File: src/rtl/serial_frame_pkg.sv
// ---------------------------------------------------------------------------
// serial_frame_pkg
// Shared definitions for the serial frame receiver:
//   state_e   - receiver FSM state encoding (3-bit)
//   LINE_IDLE - level of the serial line when no frame is in progress
// ---------------------------------------------------------------------------
package serial_frame_pkg;

  typedef enum logic [2:0] {
    ST_IDLE      = 3'd0,
    ST_DATA      = 3'd1,
    ST_PARITY    = 3'd2,
    ST_STOP      = 3'd3,
    ST_WAIT_IDLE = 3'd4
  } state_e;

  localparam logic LINE_IDLE = 1'b1;

endpackage

File: src/rtl/serial_shift_in.sv
// ---------------------------------------------------------------------------
// serial_shift_in
// DATA_W-bit LSB-first shift register with a running XOR of every bit that
// has been shifted in since the last clear.
// Ports:
//   clk      - clock, rising edge
//   rst_n    - asynchronous active-low reset
//   clr      - clear data and running parity (has priority over shift_en)
//   shift_en - shift bit_in in at the top; after DATA_W shifts the first bit
//              sits in data[0]
//   bit_in   - serial bit to shift in
//   data     - current register contents
//   par      - XOR of all bits shifted in since the last clear
// ---------------------------------------------------------------------------
module serial_shift_in #(
  parameter int DATA_W = 8
) (
  input  logic              clk,
  input  logic              rst_n,
  input  logic              clr,
  input  logic              shift_en,
  input  logic              bit_in,
  output logic [DATA_W-1:0] data,
  output logic              par
);

  logic [DATA_W-1:0] data_q, data_d;
  logic [DATA_W-1:0] feed;
  logic              par_q, par_d;

  // Each bit takes its upper neighbour; the new bit enters at the top so the
  // first bit received ends up in bit 0 once the word is complete.
  generate
    for (genvar gi = 0; gi < DATA_W; gi++) begin : g_feed
      if (gi == DATA_W - 1) begin : g_top
        assign feed[gi] = bit_in;
      end else begin : g_mid
        assign feed[gi] = data_q[gi+1];
      end
    end
  endgenerate

  always_comb begin
    data_d = data_q;
    par_d  = par_q;
    if (clr) begin
      data_d = '0;
      par_d  = 1'b0;
    end else if (shift_en) begin
      data_d = feed;
      par_d  = par_q ^ bit_in;
    end
  end

  always_ff @(posedge clk or negedge rst_n) begin
    if (!rst_n) begin
      data_q <= '0;
      par_q  <= 1'b0;
    end else begin
      data_q <= data_d;
      par_q  <= par_d;
    end
  end

  assign data = data_q;
  assign par  = par_q;

endmodule

File: src/rtl/serial_frame_receiver.sv
// ---------------------------------------------------------------------------
// serial_frame_receiver
// Samples one bit per clock on D and assembles frames of the form
//   start(0), DATA_W data bits LSB first, [even parity], stop(1).
// Ports:
//   CLK       - clock, all sampling on the rising edge
//   RST_n     - asynchronous active-low reset
//   D         - serial line, idle high
//   DOUT      - last correctly received word (changes only with VALID)
//   VALID     - one-cycle pulse, DOUT updated in this cycle
//   FRAME_ERR - one-cycle pulse, stop bit sampled low
//   PAR_ERR   - one-cycle pulse, parity mismatch (PARITY_EN=1 only)
//   BUSY      - high whenever the FSM is not idle
// ---------------------------------------------------------------------------
module serial_frame_receiver
  import serial_frame_pkg::*;
#(
  parameter int DATA_W    = 8,
  parameter bit PARITY_EN = 1'b0
) (
  input  logic              CLK,
  input  logic              RST_n,
  input  logic              D,
  output logic [DATA_W-1:0] DOUT,
  output logic              VALID,
  output logic              FRAME_ERR,
  output logic              PAR_ERR,
  output logic              BUSY
);

  localparam int              CNT_W    = $clog2(DATA_W + 1);
  localparam logic [CNT_W-1:0] CNT_LAST = CNT_W'(DATA_W - 1);
  localparam logic [CNT_W-1:0] CNT_ONE  = CNT_W'(1);

  state_e            state_q, state_d;
  logic [CNT_W-1:0]  cnt_q, cnt_d;
  logic              par_bad_q, par_bad_d;
  logic [DATA_W-1:0] dout_q, dout_d;
  logic              valid_q, valid_d;
  logic              frame_err_q, frame_err_d;
  logic              par_err_q, par_err_d;
  logic              busy_q, busy_d;

  logic              sh_clr;
  logic              sh_en;
  logic [DATA_W-1:0] sh_data;
  logic              sh_par;

  // The shifter is cleared by the start bit itself, so a frame starting right
  // after the previous stop bit begins from a clean register.
  assign sh_clr = (state_q == ST_IDLE) && (D != LINE_IDLE);
  assign sh_en  = (state_q == ST_DATA);

  serial_shift_in #(
    .DATA_W (DATA_W)
  ) u_shift (
    .clk      (CLK),
    .rst_n    (RST_n),
    .clr      (sh_clr),
    .shift_en (sh_en),
    .bit_in   (D),
    .data     (sh_data),
    .par      (sh_par)
  );

  always_comb begin
    state_d     = state_q;
    cnt_d       = cnt_q;
    par_bad_d   = par_bad_q;
    dout_d      = dout_q;
    valid_d     = 1'b0;
    frame_err_d = 1'b0;
    par_err_d   = 1'b0;

    unique case (state_q)
      ST_IDLE: begin
        if (D != LINE_IDLE) begin
          state_d   = ST_DATA;
          cnt_d     = '0;
          par_bad_d = 1'b0;
        end
      end

      ST_DATA: begin
        // Counter tops out at DATA_W, which fits in CNT_W bits.
        cnt_d = cnt_q + CNT_ONE;
        if (cnt_q == CNT_LAST) begin
          state_d = PARITY_EN ? ST_PARITY : ST_STOP;
        end
      end

      ST_PARITY: begin
        // Even parity: data XOR parity bit must be zero.
        par_bad_d = sh_par ^ D;
        state_d   = ST_STOP;
      end

      ST_STOP: begin
        if (D == LINE_IDLE) begin
          state_d = ST_IDLE;
          if (par_bad_q) begin
            par_err_d = 1'b1;
          end else begin
            valid_d = 1'b1;
            dout_d  = sh_data;
          end
        end else begin
          state_d     = ST_WAIT_IDLE;
          frame_err_d = 1'b1;
          par_err_d   = par_bad_q;
        end
      end

      ST_WAIT_IDLE: begin
        // A low line here is a break or a broken frame, never a start bit.
        if (D == LINE_IDLE) begin
          state_d = ST_IDLE;
        end
      end

      default: begin
        state_d = ST_IDLE;
      end
    endcase

    busy_d = (state_d != ST_IDLE);
  end

  always_ff @(posedge CLK or negedge RST_n) begin
    if (!RST_n) begin
      state_q     <= ST_IDLE;
      cnt_q       <= '0;
      par_bad_q   <= 1'b0;
      dout_q      <= '0;
      valid_q     <= 1'b0;
      frame_err_q <= 1'b0;
      par_err_q   <= 1'b0;
      busy_q      <= 1'b0;
    end else begin
      state_q     <= state_d;
      cnt_q       <= cnt_d;
      par_bad_q   <= par_bad_d;
      dout_q      <= dout_d;
      valid_q     <= valid_d;
      frame_err_q <= frame_err_d;
      par_err_q   <= par_err_d;
      busy_q      <= busy_d;
    end
  end

  assign DOUT      = dout_q;
  assign VALID     = valid_q;
  assign FRAME_ERR = frame_err_q;
  assign PAR_ERR   = par_err_q;
  assign BUSY      = busy_q;

endmodule
File: config.mk
export PLATFORM = sky130hd
export DESIGN_NAME = serial_frame_receiver
export DESIGN_NICKNAME = d
export VERILOG_FILES = /design/src/rtl/serial_frame_pkg.sv /design/src/rtl/serial_shift_in.sv /design/src/rtl/serial_frame_receiver.sv
export SDC_FILE = /design/constraint.sdc
export NUM_CORES = 1
export LEC_CHECK = 0
export CORE_AREA = 2 2 54 56
export CTS_CLUSTER_DIAMETER = 40
export CTS_CLUSTER_SIZE = 12
export DETAILED_ROUTE_END_ITERATION = 6
export DIE_AREA = 0 0 56 58
export PLACE_DENSITY_LB_ADDON = 0.25
export SYNTH_ARGS = -nofsm -noshare
export SYNTH_HDL_FRONTEND = slang
export SYNTH_SLANG_ARGS = --single-unit
File: constraint.sdc
create_clock -name CLK -period 1.4 [get_ports CLK]
set_input_delay 0.28 -clock CLK [delete_from_list [all_inputs] [get_ports CLK]]
set_output_delay 0.28 -clock CLK [all_outputs]
set_load 0.01 [all_outputs]
# Word level (Yosys, flattened, before mapping)
# Index checks and enable logic that the tools add are counted.
[classes]
addsub = 1
eq_ne = 6
mux = 21
bitwise = 3
reduce_logical = 9
[op_table]
columns = ["operator", "n"]
rows = [
  ["$mux W8", 2],
  ["$pmux W3 S5", 1],
  ["$mux W3", 4],
  ["$mux W1", 11],
  ["$pmux W4 S2", 1],
  ["$eq A3 B2 Y1 const B", 2],
  ["$reduce_bool A2 Y1", 3],
  ["$add A4 B1 Y4 const B", 1],
  ["$eq A4 B3 Y1 const B", 1],
  ["$mux W4", 1],
  ["$reduce_and A2 Y1", 2],
  ["$eq A3 B1 Y1 const B", 1],
  ["$eq A3 B3 Y1 const B", 1],
  ["$logic_not A3 Y1", 1],
  ["$reduce_and A3 Y1", 1],
  ["$reduce_bool A3 Y1", 1],
  ["$ne A2 B2 Y1 const B", 1],
  ["$not A1 Y1", 2],
  ["$pmux W1 S2", 1],
  ["$logic_and A1 B1 Y1", 1],
  ["$xor A1 B1 Y1", 1],
]
[totals]
regBits = 29
input_bits = 3
elab_cells = 50

# Depth between registers and ports, before layout
# Gate-level depths: netlist (run 1).
[logic_depth]
ltp_word = 4
depth_mapped = 5

# Cells and area by module
# Synthesis (run 1) repeated with hierarchy kept, for this count alone.
[hier_totals]
cells_unflattened = 97
area_unflattened_um2 = 1280.0
[by_module_without_submodules]
columns = ["mod", "n_inst", "cells_per_inst", "area_each_um2"]
rows = [
  ["serial_frame_receiver", 1, 67, 903.4],
  ["serial_shift_in", 1, 30, 376.6],
]

# Worst setup path before layout (run 1)
# Ideal clock, no wire load.
[synth_path]
kind = "register to register"
from = "reg state_q[2]"
to = "reg dout_q[0] (netlist: DOUT[0])"
arrival_ns = 1.355
slack_ns = -0.080
stages_incl_launch_ff = 6
synth_period_minus_slack_ns = 1.480
path_cell_list = "dfrtp_1 -> buf_4 -> nand3b_1 -> nor3b_2 -> buf_4 -> mux2_2"
[synth_between]
elab_chain_cells = 2
[synth_rtl]
columns = ["item", "line", "rtl"]
rows = [
  ["from (decl)", "serial_frame_receiver.sv:35", "state_e state_q, state_d;"],
  ["from (signal assigned)", "serial_frame_receiver.sv:140", "state_q <= state_d;"],
  ["$eq A3 B2 Y1", "serial_frame_receiver.sv:75", "unique case (state_q)"],
  ["$reduce_and A3 Y1 (no source line)", "-", ""],
  ["to (signal assigned)", "serial_frame_receiver.sv:143", "dout_q <= dout_d;"],
  ["to (decl)", "serial_frame_receiver.sv:38", "logic [DATA_W-1:0] dout_q, dout_d;"],
]
# Every way passes these cells.
# A chain may end at the register's enable or synchronous reset.

# Worst setup path in the final report (run 1)
[layout_path]
from = "reg state_q[2]"
to = "reg dout_q[1] (netlist: DOUT[1])"
# The elaborated chain is that of the path after synthesis.

==> metrics.log, run 1 <==
[metrics] Adder-Cell Fraction of Synth Area: 1.01%
[metrics] initial core utilization: between 40% and 50%
[metrics] number of max-slew violations in the final report: 0
[metrics] Post-DP Area: 0.00151 mm2
[metrics] synthesized net count: about 110
[metrics] Initial DRT Pass Iterations: 4
[metrics] final setup violation count: 17
[metrics] Mean Syn Cell Area: around 12 um2
[metrics] sequential fraction of the synthesis area: between 50% and 60%
[metrics] share of synthesized cell area in and, or, nand and nor gates: around 17%
[metrics] count of routing violations after the opening detailed-route iteration: 17
[metrics] Post-Synthesis Cell Area: roughly 0.0012 mm2
[metrics] global-route congestion overflow total: 0
[metrics] floorplan row count: 19
[metrics] detailed-route wire length per cell: 14.2 um
[metrics] I/O pin cnt: 15
[metrics] setup slack after placement: -379 ps
[metrics] remaining antenna violation count: 0
[metrics] number of buffers added by the clock tree synthesis step: 5
[metrics] GPL Wtd Cong: about 0.78
[metrics] TritonCTS clock tree: done
[metrics] DPL Wire Length: between 1.5 and 2 mm
[metrics] worst slew slack as a fraction of its limit: 79.6%
[metrics] largest area contributor in the synthesized netlist: sky130_fd_sc_hd__dfrtp_1
[metrics] area growth from synthesis to layout: 36.1%
[metrics] leakage dissipation: slightly below 0.9 nW
[metrics] hold slack: slightly above 300 ps
[metrics] gr usage total: about 17%
[metrics] first-pass GRT wire length: ~4.2 mm
[metrics] post-route clock skew: between 8 and 9 ps
[metrics] share of cells above drive strength 1: around 36%
[metrics] unrepaired setup endpoints after global routing: yes
[metrics] total inserted antenna cells: 0
[metrics] EDFF count, synth: 0
[metrics] Total Nets Final: ~140
[metrics] die outline area: 0.00325 mm2
[metrics] dominant register cell in the synthesized netlist: sky130_fd_sc_hd__dfrtp_1
[metrics] number of sinks driven by the clock tree: 29
[metrics] number of global-route vias before repair: 930
[metrics] clock tree root buffer cell: sky130_fd_sc_hd__clkbuf_4
[metrics] number of warnings issued by yosys: 0
[metrics] FFs w/ async S/R, synth: 100%
[metrics] launching element type of the critical path: flop
[metrics] vias: 900
[metrics] final critical-path required period: approximately 1500 ps
[metrics] TNS Setup: -1130 ps
[metrics] fraction of synthesized cell area taken by the top area cell type: 58.4%
[metrics] post-synthesis compound-gate area fraction: around 11%
[metrics] maximum frequency from static timing analysis: ~670 MHz
[metrics] number of hold violations in the final report: 0
[metrics] run status: finished, violations left
[metrics] Worst Path Arrival: 1710 ps
[metrics] hold_buf cts: 0
[metrics] H-tree depth: 2
[metrics] Critical Path End Type: flop
[metrics] number of antenna violations at the first check in global routing: 0
[metrics] critical path data required time: between 1500 and 2000 ps
[metrics] sum of internal, switching and leakage power: around 0.0033 W
[metrics] largest cells by area after synthesis: sky130_fd_sc_hd__dfrtp_1 (58%), sky130_fd_sc_hd__mux2_2 (7.2%), sky130_fd_sc_hd__nand2_1 (4.2%), sky130_fd_sc_hd__a21oi_1 (3.6%), sky130_fd_sc_hd__nor3b_2 (2.0%)
[metrics] Routed WL: around 2.4 mm
[metrics] worst setup slack after layout: -96.0 ps
[metrics] multiplexer fraction of the synthesized cell area: 8.95%
[metrics] cell types with the highest counts after synthesis: sky130_fd_sc_hd__dfrtp_1 (29), sky130_fd_sc_hd__nand2_1 (14), sky130_fd_sc_hd__a21oi_1 (9), sky130_fd_sc_hd__mux2_2 (8), sky130_fd_sc_hd__nor2_1 (6)
[metrics] largest family of logic cells by synthesized area: simple AND/OR/NAND/NOR gates
[metrics] Maximum Capacitance Violations: 0
[metrics] failing checks: setup timing
[metrics] cells after synthesis: 103
[metrics] DR DRC count: 0
[metrics] final clock period utilization by the worst path: 107%
[metrics] maximum number of pins on one net before global-route repair: 30
[metrics] Core Area: approximately 0.0027 mm2
[metrics] die span in y: 58 um
[metrics] critical path type: reg2reg
[metrics] maximum fanout along the worst path: 4
[metrics] Max VDD drop: about 0.0014 V
[metrics] design area: 0.00169 mm2
[metrics] flops & latches, synth: 29
[metrics] PortBufs: 14
[metrics] clock-pin transition on the worst setup and hold timing paths: 90 ps
[metrics] PwrDens: between 1500 and 2000 mW/mm2
[metrics] cell with the most instances after synthesis: sky130_fd_sc_hd__dfrtp_1
[metrics] DR vias/cell: around 5.2
[metrics] worst min-delay path class: in2async
[metrics] distinct cell type count after synthesis: 30
[metrics] clock tree buffer depth: 2
[metrics] number of fill cells in the layout: ~220
[metrics] slew at the pin closest to its max-slew limit: 304 ps
[metrics] overall die width: roughly 56 um
[metrics] Synth Area in XOR/XNOR: 0%
[metrics] insertion delay to the later sink of the worst-skew pair: 320 ps
state kept, by name (all words and copies together) (netlist names):
register      count
FRAME_ERR         1
DOUT              8
u_shift.data      8
cnt_q             4
VALID             1
state_q           3
u_shift.par       1
BUSY              1
PAR_ERR           1
par_bad_q         1
layout by cell type, fill, tap and decap left out, types with 3 or more instances in the layout:
master	count
sky130_fd_sc_hd__dfrtp_1	26
sky130_fd_sc_hd__buf_4	20
sky130_fd_sc_hd__nand2_1	14
sky130_fd_sc_hd__dlygate4sd2_1	12
sky130_fd_sc_hd__a21oi_1	9
sky130_fd_sc_hd__mux2_4	9
sky130_fd_sc_hd__nor2_1	6
sky130_fd_sc_hd__clkbuf_4	5
sky130_fd_sc_hd__nor3b_2	3
sky130_fd_sc_hd__dfrtp_2	3
critical path, cell delays in order, from the launching register on:
cell                       delay, ps
sky130_fd_sc_hd__dfrtp_2         410
sky130_fd_sc_hd__nand3b_1        200
sky130_fd_sc_hd__nor3b_2         280
sky130_fd_sc_hd__buf_4           210
sky130_fd_sc_hd__mux2_4          300
area by class of cell:
class / instances / area (um2) / area share, %
inverters: 1 / 3.75 / 0.222
well taps: 31 / 38.8 / 2.29
clock inverters: 1 / 30.0 / 1.77
repair buffers: 37 / 318 / 18.8
flip-flops and latches: 29 / 729 / 43.1
clock buffers: 7 / 55.1 / 3.25
multi-input cells: 66 / 518 / 30.6
worst paths after layout:
| path | to | slack [ps] | start | cells after the start |
|---|---|---|---|---|
| max | DOUT[1]$_DFFE_PN0P_ | -100 | state_q[2]$_DFF_PN0_ | 4 |
| min | cnt_q[3]$_DFFE_PN0P_ | 310 | RST_n | 2 |
| max reg2reg | DOUT[1]$_DFFE_PN0P_ | -100 | state_q[2]$_DFF_PN0_ | 4 |
| min reg2reg | DOUT[2]$_DFFE_PN0P_ | 510 | DOUT[2]$_DFFE_PN0P_ | 1 |
| max in group asynchronous | state_q[0]$_DFF_PN0_ | 920 | RST_n | 2 |
| min in group CLK | DOUT[2]$_DFFE_PN0P_ | 510 | DOUT[2]$_DFFE_PN0P_ | 1 |
stage by stage:
step,util (%),cells
after floorplan,-,103
after global placement,56.8,157
after detailed placement,56.8,157
after CTS,62.2,170
after global routing,63.6,172
final,63.6,172
cell families after synthesis:
group                    Yosys count
adder cells (fa/ha/maj)            1
buffers and inverters              8
flip-flops                        29
AO/OA/AOI/OAI                     20
AND/OR/NAND/NOR                   35
multiplexers                      10
metal layers:
layer	vias to the layer above	routed length [um]	GRT usage, %
met1	446	1100	20.6
met3	7	87	6.03
met4	0	51	7.14
li1	429	-	-
met5	-	0	0
met2	18	1200	29.1
power breakdown:
part           total [W]  switching, W  internal [W]  leakage, nW
clock           0.000707      0.000281      0.000426       0.0455
sequential       0.00135      0.000219       0.00114        0.366
combinational    0.00129      0.000548      0.000740        0.462
total            0.00335       0.00105       0.00230        0.874
timing repair:
action	in CTS	in global routing
setup endpoints to repair	21	20
gates cloned	1	0
buffers inserted	4	2
resized for setup	24	6
pin swaps	4	2
Note: power is estimated with default switching activity, not from simulation.
==> run 2: changes to the inputs <==
CORE_AREA = 2 2 53 55   (was 2 2 54 56)
CTS_BUF_LIST = sky130_fd_sc_hd__clkbuf_4 sky130_fd_sc_hd__clkbuf_8   (was default)
DIE_AREA = 0 0 55 57   (was 0 0 56 58)
==> metrics.log, run 2 (synthesis gave the netlist of run 1 again) <==
[metrics] first-pass GRT wire length: 3.82 mm (-9.8%)
[metrics] commonest non-fill, non-tap cell in the layout: sky130_fd_sc_hd__dfrtp_1
[metrics] slew at the pin closest to its max-slew limit: 241 ps (-62.9 ps)
[metrics] PortBufs: 14 (unchanged)
[metrics] Cell Chain, Critical Path: nand3b_1 > nor3b_2 > buf_6 > mux2_2
[metrics] worst slew slack as a fraction of its limit: 83.8% (+4.2 points)
[metrics] count of routing violations after the opening detailed-route iteration: 12 (-5)
[metrics] worst-path cell with the longest stage delay: sky130_fd_sc_hd__dfrtp_2
[metrics] vias: 872 (-3.1%)
[metrics] share of cells above drive strength 1: 32.4% (-3.8 points)
[metrics] maximum frequency from static timing analysis: 675 MHz (+1.0%)
[metrics] die span in y: 57 um (-1.7%)
[metrics] global-route congestion overflow total: 0 (unchanged)
[metrics] area growth from synthesis to layout: 28.2%
[metrics] die outline area: 0.00314 mm2 (-3.5%)
[metrics] PwrDens: 1930 mW/mm2 (-2.6%)
[metrics] launching element type of the critical path: flop
[metrics] post-route clock skew: 6.79 ps (-1.47 ps)
[metrics] Crit Reg-Reg Startpoint: state_q[2]$_DFF_PN0_
[metrics] final setup violation count: 9 (-8)
[metrics] unrepaired setup endpoints after global routing: yes
[metrics] number of sinks driven by the clock tree: 29 (unchanged)
[metrics] failing checks: setup timing
[metrics] final clock period utilization by the worst path: 106% (-1.1 points)
[metrics] TNS Setup: -567 ps (+566 ps)
[metrics] number of hold violations in the final report: 0 (unchanged)
[metrics] number of fill cells in the layout: 223 (+3.2%)
[metrics] clock tree root buffer cell: sky130_fd_sc_hd__clkbuf_4
[metrics] worst reg-to-reg path cell count: 4 (unchanged)
[metrics] floorplan row count: 19 (unchanged)
[metrics] clock tree buffer depth: 2 (unchanged)
[metrics] final critical-path required period: 1480 ps (-15.2 ps)
[metrics] Critical Path End Type: flop
[metrics] leading cell types in the layout, fill and taps excluded: sky130_fd_sc_hd__dfrtp_1 (26), sky130_fd_sc_hd__buf_4 (16), sky130_fd_sc_hd__nand2_1 (14)
[metrics] worst min-delay path class: in2async
[metrics] TritonCTS clock tree: done
[metrics] Crit Reg-Reg Endpoint: DOUT[6]$_DFFE_PN0P_
[metrics] I/O pin cnt: 15 (unchanged)
[metrics] GPL Wtd Cong: 0.854 (+10%)
[metrics] Maximum Capacitance Violations: 0 (unchanged)
[metrics] Total Nets Final: 139 (-3.5%)
[metrics] number of buffers added by the clock tree synthesis step: 5 (unchanged)
[metrics] hold slack: 308 ps (+1.79 ps)
[metrics] Worst Path Arrival: 1700 ps (about the same)
[metrics] H-tree depth: 2 (unchanged)
[metrics] maximum fanout along the worst path: 9 (+5)
[metrics] setup slack, reg-to-reg: -80 ps (+20 ps)
[metrics] total inserted antenna cells: 0 (unchanged)
[metrics] number of global-route vias before repair: 843 (-9.4%)
[metrics] DPL Wire Length: 1.62 mm (+3.4%)
[metrics] critical path type: reg2reg
[metrics] Max VDD drop: 0.00127 V (-12%)
[metrics] gr usage total: 17.6% (+0.28 points)
[metrics] hold_buf cts: 0 (unchanged)
[metrics] Routed WL: 2.30 mm (-5.6%)
[metrics] detailed-route wire length per cell: 13.8 um (-2.7%)
[metrics] insertion delay to the later sink of the worst-skew pair: 330 ps (about the same)
[metrics] maximum number of pins on one net before global-route repair: 30 (unchanged)
[metrics] number of antenna violations at the first check in global routing: 0 (unchanged)
[metrics] leakage dissipation: 0.827 nW (-5.4%)
[metrics] worst setup slack after layout: -80.8 ps (+15.2 ps)
[metrics] initial core utilization: 47.6% (+0.85 points)
[metrics] remaining antenna violation count: 0 (unchanged)
[metrics] DR vias/cell: 5.22 (-0.21%)
[metrics] longest individual stage delay on the worst path: 450 ps (+40 ps)
[metrics] critical path data required time: 1620 ps (about the same)
[metrics] number of max-slew violations in the final report: 0 (unchanged)
[metrics] Core Area: 0.00262 mm2 (-1.8%)
[metrics] overall die width: 55 um (-1.8%)
[metrics] DR DRC count: 0 (unchanged)
[metrics] run status: finished, violations left
[metrics] Initial DRT Pass Iterations: 4 (unchanged)
[metrics] clock-pin transition on the worst setup and hold timing paths: 90 ps (about the same)
## run 2: routing by layer
metal / routed length, um / GRT usage (%)
met5: 0 / 0
met3: 100 / 7.07
met1: 1020 / 23.4
met4: 36 / 6.27
met2: 1140 / 26.0
## run 2: area by class of cell
cell class	instances	area (um2)	share of cell area [%]
clock inverters	1	5.00	0.314
repair buffers	32	277	17.3
clock buffers	7	65.1	4.08
well taps	31	38.8	2.43
inverters	1	3.75	0.235
multi-input cells	66	475	29.8
flip-flops and latches	29	729	45.8
## run 2: power breakdown
part	switching [W]	internal (W)	leakage (nW)	total, W
combinational	0.000501	0.000642	0.419	0.00114
clock	0.000291	0.000291	0.0413	0.000582
sequential	0.000211	0.00114	0.366	0.00135
total	0.00100	0.00207	0.827	0.00307
## run 2: what timing repair did
item,CTS,global route
gates resized for setup,16,1
pin swaps,1,1
gates cloned,0,0
setup buffers,2,0
endpoints found under the hold margin,0,0
endpoints found under the setup margin,28,19
## run 2: worst max path at each step
stage | from | depth (start not counted) | to | slack [ps]
after detailed placement | D | 4 | DOUT[6]$_DFFE_PN0P_ | -340
after CTS | state_q[2]$_DFF_PN0_ | 4 | DOUT[3]$_DFFE_PN0P_ | -110
final | state_q[2]$_DFF_PN0_ | 4 | DOUT[6]$_DFFE_PN0P_ | -80
after global placement | D | 4 | DOUT[7]$_DFFE_PN0P_ | -330
after global routing | state_q[2]$_DFF_PN0_ | 4 | DOUT[7]$_DFFE_PN0P_ | -170
after floorplan | state_q[2]$_DFF_PN0_ | 5 | DOUT[0]$_DFFE_PN0P_ | -70
## run 2: worst max-delay path, delay by kind of cell, from the launching register on
kind,cells,cell delay (ps)
buffers and inverters,1,170
DFF,1,450
muxes,1,340
and+or+nand+nor,2,410
## run 2: stage by stage
stage          setup slack [ps]  power, W  utilization, %  area (um2)  std cells
3_5_place_dp               -341   0.00257            57.8        1510        157
4_1_cts                    -109   0.00311            60.8        1590        167
2_1_floorplan             -65.4   0.00206               -        1250        103
5_1_grt                    -168   0.00333            61.0        1590        167
3_3_place_gp               -328   0.00252            57.8        1510        157
6_report                  -80.8   0.00307            61.0        1590        167
==> run 3: changes to the inputs <==
TNS_END_PERCENT = 30   (was default)
==> metrics.log, run 3 (synthesis gave the netlist of run 1 again) <==
[metrics] Max VDD drop: 0.00126 V (-0.57%)
[metrics] floorplan row count: 19 (unchanged)
[metrics] first-pass GRT wire length: 3.88 mm (+1.6%)
[metrics] critical path type: reg2reg
[metrics] clock tree root buffer cell: sky130_fd_sc_hd__clkbuf_4
[metrics] PwrDens: 1890 mW/mm2 (-2.1%)
[metrics] worst-path cell with the longest stage delay: sky130_fd_sc_hd__dfrtp_2
[metrics] launching element type of the critical path: flop
[metrics] failing checks: setup timing
[metrics] final critical-path required period: 1510 ps (+27.4 ps)
[metrics] number of antenna violations at the first check in global routing: 0 (unchanged)
[metrics] insertion delay to the later sink of the worst-skew pair: 320 ps (about the same)
[metrics] I/O pin cnt: 15 (unchanged)
[metrics] Crit Reg-Reg Endpoint: DOUT[0]$_DFFE_PN0P_
[metrics] worst slew slack as a fraction of its limit: 82.0% (-1.8 points)
[metrics] maximum frequency from static timing analysis: 663 MHz (-1.8%)
[metrics] die outline area: 0.00314 mm2 (unchanged)
[metrics] clock-pin transition on the worst setup and hold timing paths: 90 ps (about the same)
[metrics] commonest non-fill, non-tap cell in the layout: sky130_fd_sc_hd__dfrtp_1
[metrics] Critical Path End Type: flop
[metrics] Routed WL: 2.25 mm (-2.3%)
[metrics] final setup violation count: 19 (+10)
[metrics] critical path data required time: 1600 ps (-20 ps)
[metrics] worst min-delay path class: in2async
[metrics] initial core utilization: 47.6% (unchanged)
[metrics] leakage dissipation: 0.831 nW (+0.45%)
[metrics] worst setup slack after layout: -108 ps (-27.4 ps)
[metrics] GPL Wtd Cong: 0.815 (-4.7%)
[metrics] Initial DRT Pass Iterations: 4 (unchanged)
[metrics] worst reg-to-reg path cell count: 4 (unchanged)
[metrics] number of sinks driven by the clock tree: 29 (unchanged)
[metrics] longest individual stage delay on the worst path: 420 ps (-30 ps)
[metrics] PortBufs: 14 (unchanged)
[metrics] DR vias/cell: 5.24 (+0.43%)
[metrics] remaining antenna violation count: 0 (unchanged)
[metrics] H-tree depth: 2 (unchanged)
[metrics] maximum number of pins on one net before global-route repair: 30 (unchanged)
[metrics] TritonCTS clock tree: done
[metrics] leading cell types in the layout, fill and taps excluded: sky130_fd_sc_hd__dfrtp_1 (26), sky130_fd_sc_hd__buf_4 (18), sky130_fd_sc_hd__nand2_1 (14)
[metrics] setup slack after placement: -329 ps (+12.3 ps)
[metrics] Post-DP Area: 0.00151 mm2 (-0.25%)
[metrics] count of routing violations after the opening detailed-route iteration: 8 (-4)
[metrics] Crit Reg-Reg Startpoint: state_q[2]$_DFF_PN0_
[metrics] share of cells above drive strength 1: 33.6% (+1.2 points)
[metrics] DPL Wire Length: 1.52 mm (-6.2%)
[metrics] maximum fanout along the worst path: 4 (-5)
[metrics] number of global-route vias before repair: 927 (+10%)
[metrics] detailed-route wire length per cell: 13.4 um (-2.8%)
[metrics] crit path from: state_q[2]$_DFF_PN0_
[metrics] Maximum Capacitance Violations: 0 (unchanged)
[metrics] number of max-slew violations in the final report: 0 (unchanged)
[metrics] Cell Chain, Critical Path: nand3b_1 > nor3b_2 > buf_4 > mux2_4
[metrics] post-route clock skew: 6.52 ps (-0.269 ps)
[metrics] unrepaired setup endpoints after global routing: yes
[metrics] hold_buf cts: 0 (unchanged)
[metrics] die span in y: 57 um (unchanged)
[metrics] total inserted antenna cells: 0 (unchanged)
[metrics] Worst Path Arrival: 1710 ps (about the same)
[metrics] clock tree buffer depth: 2 (unchanged)
[metrics] area growth from synthesis to layout: 29.3%
[metrics] global-route congestion overflow total: 0 (unchanged)
[metrics] overall die width: 55 um (unchanged)
[metrics] gr usage total: 17.2% (-0.43 points)
[metrics] endpoint of the most critical setup path: DOUT[0]$_DFFE_PN0P_
[metrics] final clock period utilization by the worst path: 108% (+2.0 points)
[metrics] number of hold violations in the final report: 0 (unchanged)
[metrics] Total Nets Final: 141 (+1.4%)
[metrics] DR DRC count: 0 (unchanged)
[metrics] design area: 0.00161 mm2 (+0.86%)
[metrics] vias: 881 (+1.0%)
[metrics] Core Area: 0.00262 mm2 (unchanged)
[metrics] Core Util, Final: 61.5% (+0.53 points)
[metrics] setup slack, reg-to-reg: -110 ps (-30 ps)
[metrics] slew at the pin closest to its max-slew limit: 267 ps (+26.0 ps)
[metrics] run status: finished, violations left
[metrics] number of buffers added by the clock tree synthesis step: 5 (unchanged)
run 3: layout make-up:
type | count | area (um2)
inverter | 1 | 3.75
timing repair buffer | 34 | 292
sequential | 29 | 729
clock buffer | 7 | 58.8
fill | 245 | 1010
multi-input combinational | 66 | 485
tap | 31 | 38.8
run 3: how the worst min path moves through the flow:
| stage | end | slack, ps | depth (start not counted) |
|---|---|---|---|
| final | VALID$_DFF_PN0_ | 310 | 2 |
| after global routing | VALID$_DFF_PN0_ | 310 | 2 |
| after CTS | DOUT[6]$_DFFE_PN0P_ | 310 | 2 |
| after detailed placement | DOUT[5]$_DFFE_PN0P_ | 480 | 1 |
| after global placement | DOUT[5]$_DFFE_PN0P_ | 470 | 1 |
| after floorplan | BUSY$_DFF_PN0_ | -20 | 0 |
run 3: critical path, delay by kind of cell (launching register included):
family	cells	cell delay (ps)
AND/OR/NAND/NOR	2	470
flip-flops	1	420
multiplexers	1	300
buffers and inverters	1	200
run 3: metal layers:
layer	vias up	GRT usage, %	wire, um
met5	-	0	0
met1	437	20.8	961
met2	14	25.9	1140
met3	7	6.28	96
li1	423	-	-
met4	0	10.1	49
run 3: what timing repair did:
item | in CTS | in global routing
endpoints found under the setup margin | 23 | 19
cloned | 0 | 1
gates resized for setup | 16 | 5
setup buffers | 0 | 3
pin swaps | 0 | 2
run 3: power by group:
group | leakage (nW) | switching [W] | internal (W) | total (W)
registers | 0.366 | 0.000210 | 0.00114 | 0.00135
clock network | 0.0348 | 0.000270 | 0.000256 | 0.000526
logic | 0.430 | 0.000507 | 0.000655 | 0.00116
total | 0.831 | 0.000987 | 0.00205 | 0.00303
run 3: per-stage QoR:
stage	power [W]	TNS [ps]	hold slack (ps)	cells
floorplan	0.00204	-546	-15.6	103
global placement	0.00248	-5190	467	157
detailed placement	0.00253	-5300	481	157
CTS	0.00302	-633	308	164
global route	0.00329	-2310	308	168
finish	0.00303	-1060	311	168
